[config.mk]
export PLATFORM = sky130hd
export DESIGN_NAME = bg_scroll_fetch
export DESIGN_NICKNAME = d
export VERILOG_FILES = /design/src/rtl/bg_scroll_fetch.sv
export SDC_FILE = /design/constraint.sdc
export NUM_CORES = 1
export LEC_CHECK = 0
export ABC_CLOCK_PERIOD_IN_PS = 3600
export CORE_UTILIZATION = 33
export CTS_CLUSTER_DIAMETER = 30
export DETAILED_ROUTE_END_ITERATION = 10
export GPL_TIMING_DRIVEN = 0
export PLACE_DENSITY_LB_ADDON = 0.15
export SLEW_MARGIN = 30
export SYNTH_ARGS = -nofsm -noshare
export SYNTH_HDL_FRONTEND = slang
export SYNTH_SLANG_ARGS = --single-unit
[constraint.sdc]
create_clock -name clk -period 3.6 [get_ports clk]
set_clock_uncertainty 0.05 [all_clocks]
set_input_delay 0.9 -clock clk [delete_from_list [all_inputs] [get_ports clk]]
set_output_delay 0.9 -clock clk [all_outputs]
set_load 0.005 [all_outputs]
[src/rtl/bg_scroll_fetch.sv]
// bg_scroll_fetch: 4x-upscaled, horizontally scrolling background ROM fetch with 2-cycle latency.
// Optional BG_DIM_EN adds a `dim` input that halves each RGB565 field of valid pixels.
module bg_scroll_fetch #(
  parameter int IMG_W    = 160,
  parameter int IMG_H    = 120,
  parameter int SCALE_SH = 2
) (
  input  logic        clk,
  input  logic        rst_n,
  input  logic [9:0]  pix_x,
  input  logic [8:0]  pix_y,
  input  logic        pix_valid,
  input  logic        frame_start,
  input  logic        scroll_en,
  input  logic [3:0]  scroll_step,
`ifdef BG_DIM_EN
  input  logic        dim,
`endif
  output logic [14:0] rom_addr,
  input  logic [15:0] rom_data,
  output logic [15:0] pix_out,
  output logic        pix_out_valid,
  output logic [7:0]  scroll_off
);
  logic [7:0]  u;
  logic [6:0]  v;
  logic [8:0]  c_sum, c;
  logic [8:0]  s_sum, s_next;
  logic        in_ok, s1_valid;
  logic [15:0] pix_d;
  always_comb begin
    u      = 8'(pix_x >> SCALE_SH);
    v      = 7'(pix_y >> SCALE_SH);
    c_sum  = {1'b0, u} + {1'b0, scroll_off};
    c      = (c_sum >= 9'(IMG_W)) ? c_sum - 9'(IMG_W) : c_sum;
    in_ok  = pix_valid && (pix_x < 10'(IMG_W << SCALE_SH)) && (pix_y < 9'(IMG_H << SCALE_SH));
    s_sum  = {1'b0, scroll_off} + {5'd0, scroll_step};
    s_next = (s_sum >= 9'(IMG_W)) ? s_sum - 9'(IMG_W) : s_sum;
`ifdef BG_DIM_EN
    pix_d  = dim ? {1'b0, rom_data[15:12], 1'b0, rom_data[10:6], 1'b0, rom_data[4:1]} : rom_data;
`else
    pix_d  = rom_data;
`endif
  end
  always_ff @(posedge clk or negedge rst_n) begin
    if (!rst_n) begin
      rom_addr      <= '0;
      s1_valid      <= 1'b0;
      pix_out       <= '0;
      pix_out_valid <= 1'b0;
      scroll_off    <= '0;
    end else begin
      if (in_ok) rom_addr <= 15'(v) * 15'(IMG_W) + 15'(c);
      s1_valid      <= in_ok;
      pix_out       <= s1_valid ? pix_d : 16'h0000;
      pix_out_valid <= s1_valid;
      if (frame_start && scroll_en) scroll_off <= s_next[7:0];
    end
  end
endmodule
==> results.py <==
metrics = {
    "logic_synthesis": {
        "yosys_warnings": 0,
        "netlist_area_mm2": 0.00263,
        "synth_seq_cells": 41,
        "netlist_instances": 265,
        "synthMuxAreaShare_pct": 1.29,
        "yosys.area_share.simple_pct": 14.0,
        "synth_compound_area_share_pct": 17.7,
        "synth_adder_area_share_pct": 15.9,
        "syn-num-nets": 340,
        "ys_seq_area_share_pct": 39.1,
        "synth-xor-area-share_pct": 8.72,
        "synth.avg_cell_area_um2": 9.91,
        "ys.flop_type": "dfrtp_1",
        "ys_types": 42,
        "async_flop_share_pct": 100,
        "synth_edf_count": 0,
        "synth_top_family_by_area": "compound AO/OA/AOI/OAI gates",
    },
    "worst_setup_path": {
        "r2r_start": "scroll_off[0]",
        "cp.required_ps": 3710,
        "reg2reg_slack_ps": 100,
        "crit_path_max_fanout": 5,
        "cp-end-kind": "flip-flop",
        "crit_slowest_cell": "fa_2",
        "crit_arrival_ps": 3850,
        "regToRegEndpoint": "rom_addr[13]",
        "crit_chain": "buf_6, ha_4, fa_2, a21o_1, a21oi_4, o211ai_4, a211o_1, a21oi_2, o21ai_1, a21oi_1, ha_2, inv_2, fa_2, inv_1, a21o_1, a21oi_2, nor2_1, nand3_1, xor2_1, o21ai_1",
        "crit_start": "pix_x[2]",
        "start_kind": "input port",
        "worst_r2r_path_depth": 19,
        "worstSetupPathType": "input port to flip-flop",
        "slowest_delay_ps": 330,
    },
    "final_layout": {
        "final.fill_count": 726,
        "most-common-layout-cells": "72 x clkdlybuf4s50_1, 41 x dfrtp_1, 31 x nand2_1",
        "area_growth_pct": 49.9,
        "drive_above_1_share_pct": 16.4,
        "design_area_mm2": 0.00394,
        "antenna_cells": 0,
        "final_common_cell": "clkdlybuf4s50_1",
        "finalNetCount": 439,
    },
    "timing": {
        "final_max_slew_viol_count": 0,
        "fin_crit_sh_pct": 104,
        "setup_viol": 6,
        "max_freq_mhz": 268,
        "period_minus_slack_ps": 3740,
        "rsz0062_at_grt": "true",
        "hold_viol": 0,
        "layout_setup_ws_ps": -138,
        "hold_slack_ps": 430,
        "tightest_slew_ps": 440,
        "relSlewSlack_pct": 70.7,
    },
    "die": {
        "die_w_um": 91.2,
        "chipHeight_um": 91.2,
        "start_util_pct": 34.0,
        "pin_count": 84,
        "placementRows": 32,
        "core_area_mm2": 0.00773,
        "die_area_mm2": 0.00832,
    },
    "placement": {
        "io_buffer_count": 79,
        "place_area_mm2": 0.00359,
        "dpl.hpwl_mm": 4.57,
        "globalplace.congestion": 0.763,
    },
    "clocking": {
        "clk_latency_ps": 290,
        "cts_root_buffer": "clkbuf_8",
        "cts_buffers": 5,
        "clk_path_buf_depth": 2,
        "ctsHoldBuffers": 0,
        "htreeDepth": 2,
        "cts_tree": "built",
        "clk_pin_slew_ps": 80,
        "clock_sinks": 41,
    },
    "detailed_routing": {
        "drtIter0Drc": 77,
        "vias": 2206,
        "via_per_inst": 4.72,
        "drtAntennaViolNets": 0,
        "drcViolationCount": 0,
        "firstDrtPassIters": 4,
        "wirelength_mm": 5.86,
        "wl_per_cell_um": 12.6,
    },
    "min_path": {
        "hp-start": "rom_addr[1]",
        "hold_path_depth": 2,
        "min_to": "rom_addr[1]",
        "hp-class": "flip-flop to flip-flop",
    },
    "power": {
        "power.density_mw_per_mm2": 775,
        "vdd_drop_max_uv": 413,
        "p_leak_uw": 0.00176,
    },
    "global_routing": {
        "grt_max_degree": 29,
        "gr-total-overflow": 0,
        "gr-usage-all-layers_pct": 14.6,
        "grt_pass1_wl_mm": 9.76,
        "grt_pass1_vias": 2044,
        "antenna_found_initial": 0,
    },
    "status": {
        "status": "complete, but fails checks",
        "violations": "setup timing",
    },
    "flow_run": {
        "cap_violations": 0,
    },
}
[final cells by class]
class | instances | area (µm²) | share of cell area, %
clock inverters | 2 | 13.8 | 0.350
flip-flops and latches | 41 | 1030 | 26.1
multi-input cells | 201 | 1700 | 43.2
clock buffers | 6 | 82.6 | 2.10
inverters | 19 | 71.3 | 1.81
plain buffers | 4 | 15.0 | 0.382
well taps | 102 | 128 | 3.24
repair buffers | 92 | 898 | 22.8
[cell families (layout without fill, tap and decap cells)]
logic type	Yosys count	count (layout)
adder cells (fa/ha/maj)	31	31
multiplexers	3	3
buffers and inverters	23	123
AND/OR/NAND/NOR	75	75
AO/OA/AOI/OAI	68	68
XOR/XNOR	24	24
flip-flops	41	41
[Yosys cell counts, types with 4 or more instances]
cell type / n / share of area [%]
nand3_1: 5 / 0.95
inv_1: 18 / 2.6
nand2_1: 31 / 4.4
clkbuf_1: 4 / 0.57
dfrtp_1: 41 / 39
o21ai_0: 16 / 3.1
a21oi_1: 15 / 2.9
o21bai_1: 4 / 1.1
nor3_1: 4 / 0.76
and2_1: 17 / 4.1
xor2_1: 8 / 2.7
o21ai_1: 4 / 0.76
ha_1: 27 / 13
nor2_1: 8 / 1.1
fa_1: 4 / 3.1
a21o_1: 7 / 2.0
xnor2_1: 15 / 5.0
o21a_1: 4 / 1.1
[sequential cells by signal, summed over array words and instances, names as in the netlist]
signal / count
rom_addr: 15
s1_valid: 1
pix_out: 16
scroll_off: 8
pix_out_valid: 1
[worst max-delay path, delay by kind of cell]
| kind | cells | cell delay, ps |
|---|---|---|
| AOI/OAI and AO/OA | 10 | 1390 |
| xor gates and xnor gates | 1 | 170 |
| adders and majority gates | 4 | 1020 |
| buffers and inverters | 3 | 200 |
| and+or+nand+nor | 2 | 170 |
[layer usage]
metal	share of wire, %	track usage [%]	wire length, µm
met5	0	0	0
met4	0.96	3.57	56
met3	4.2	2.60	247
met2	44	22.9	2600
met1	51	20.7	2960
[report_power, final]
group / total [µW] / switching (µW) / internal (µW)
Combinational: 2020 / 910 / 1110
Clock: 312 / 157 / 155
Sequential: 723 / 136 / 587
[worst max-delay path by stage]
stage,endpoint,cells after the start,slack [ps]
3_5_place_dp,rom_addr[11],19,-1030
2_1_floorplan,rom_addr[11],18,-310
5_1_grt,rom_addr[13],19,-330
6_report,rom_addr[13],20,-140
3_3_place_gp,rom_addr[11],19,-1000
4_1_cts,rom_addr[13],20,-200
[per-stage QoR]
step | std cells | total power [µW] | setup TNS [ps] | util [%] | setup slack (ps)
CTS | 465 | 3020 | -696 | 50.5 | -197
floorplan | 265 | 1830 | -1300 | - | -315
global route | 467 | 3320 | -1750 | 50.9 | -328
finish | 467 | 3050 | -605 | 50.9 | -138
detailed placement | 447 | 2380 | -7610 | 46.5 | -1030
global placement | 446 | 2360 | -7150 | 46.3 | -996
[timing repair]
item / 4_1_cts / 5_1_grt
resized for setup: 33 / 5
buffers inserted: 10 / 2
pin swaps: 28 / 22
setup endpoints to repair: 9 / 8
(Power assumes the default switching activity.)
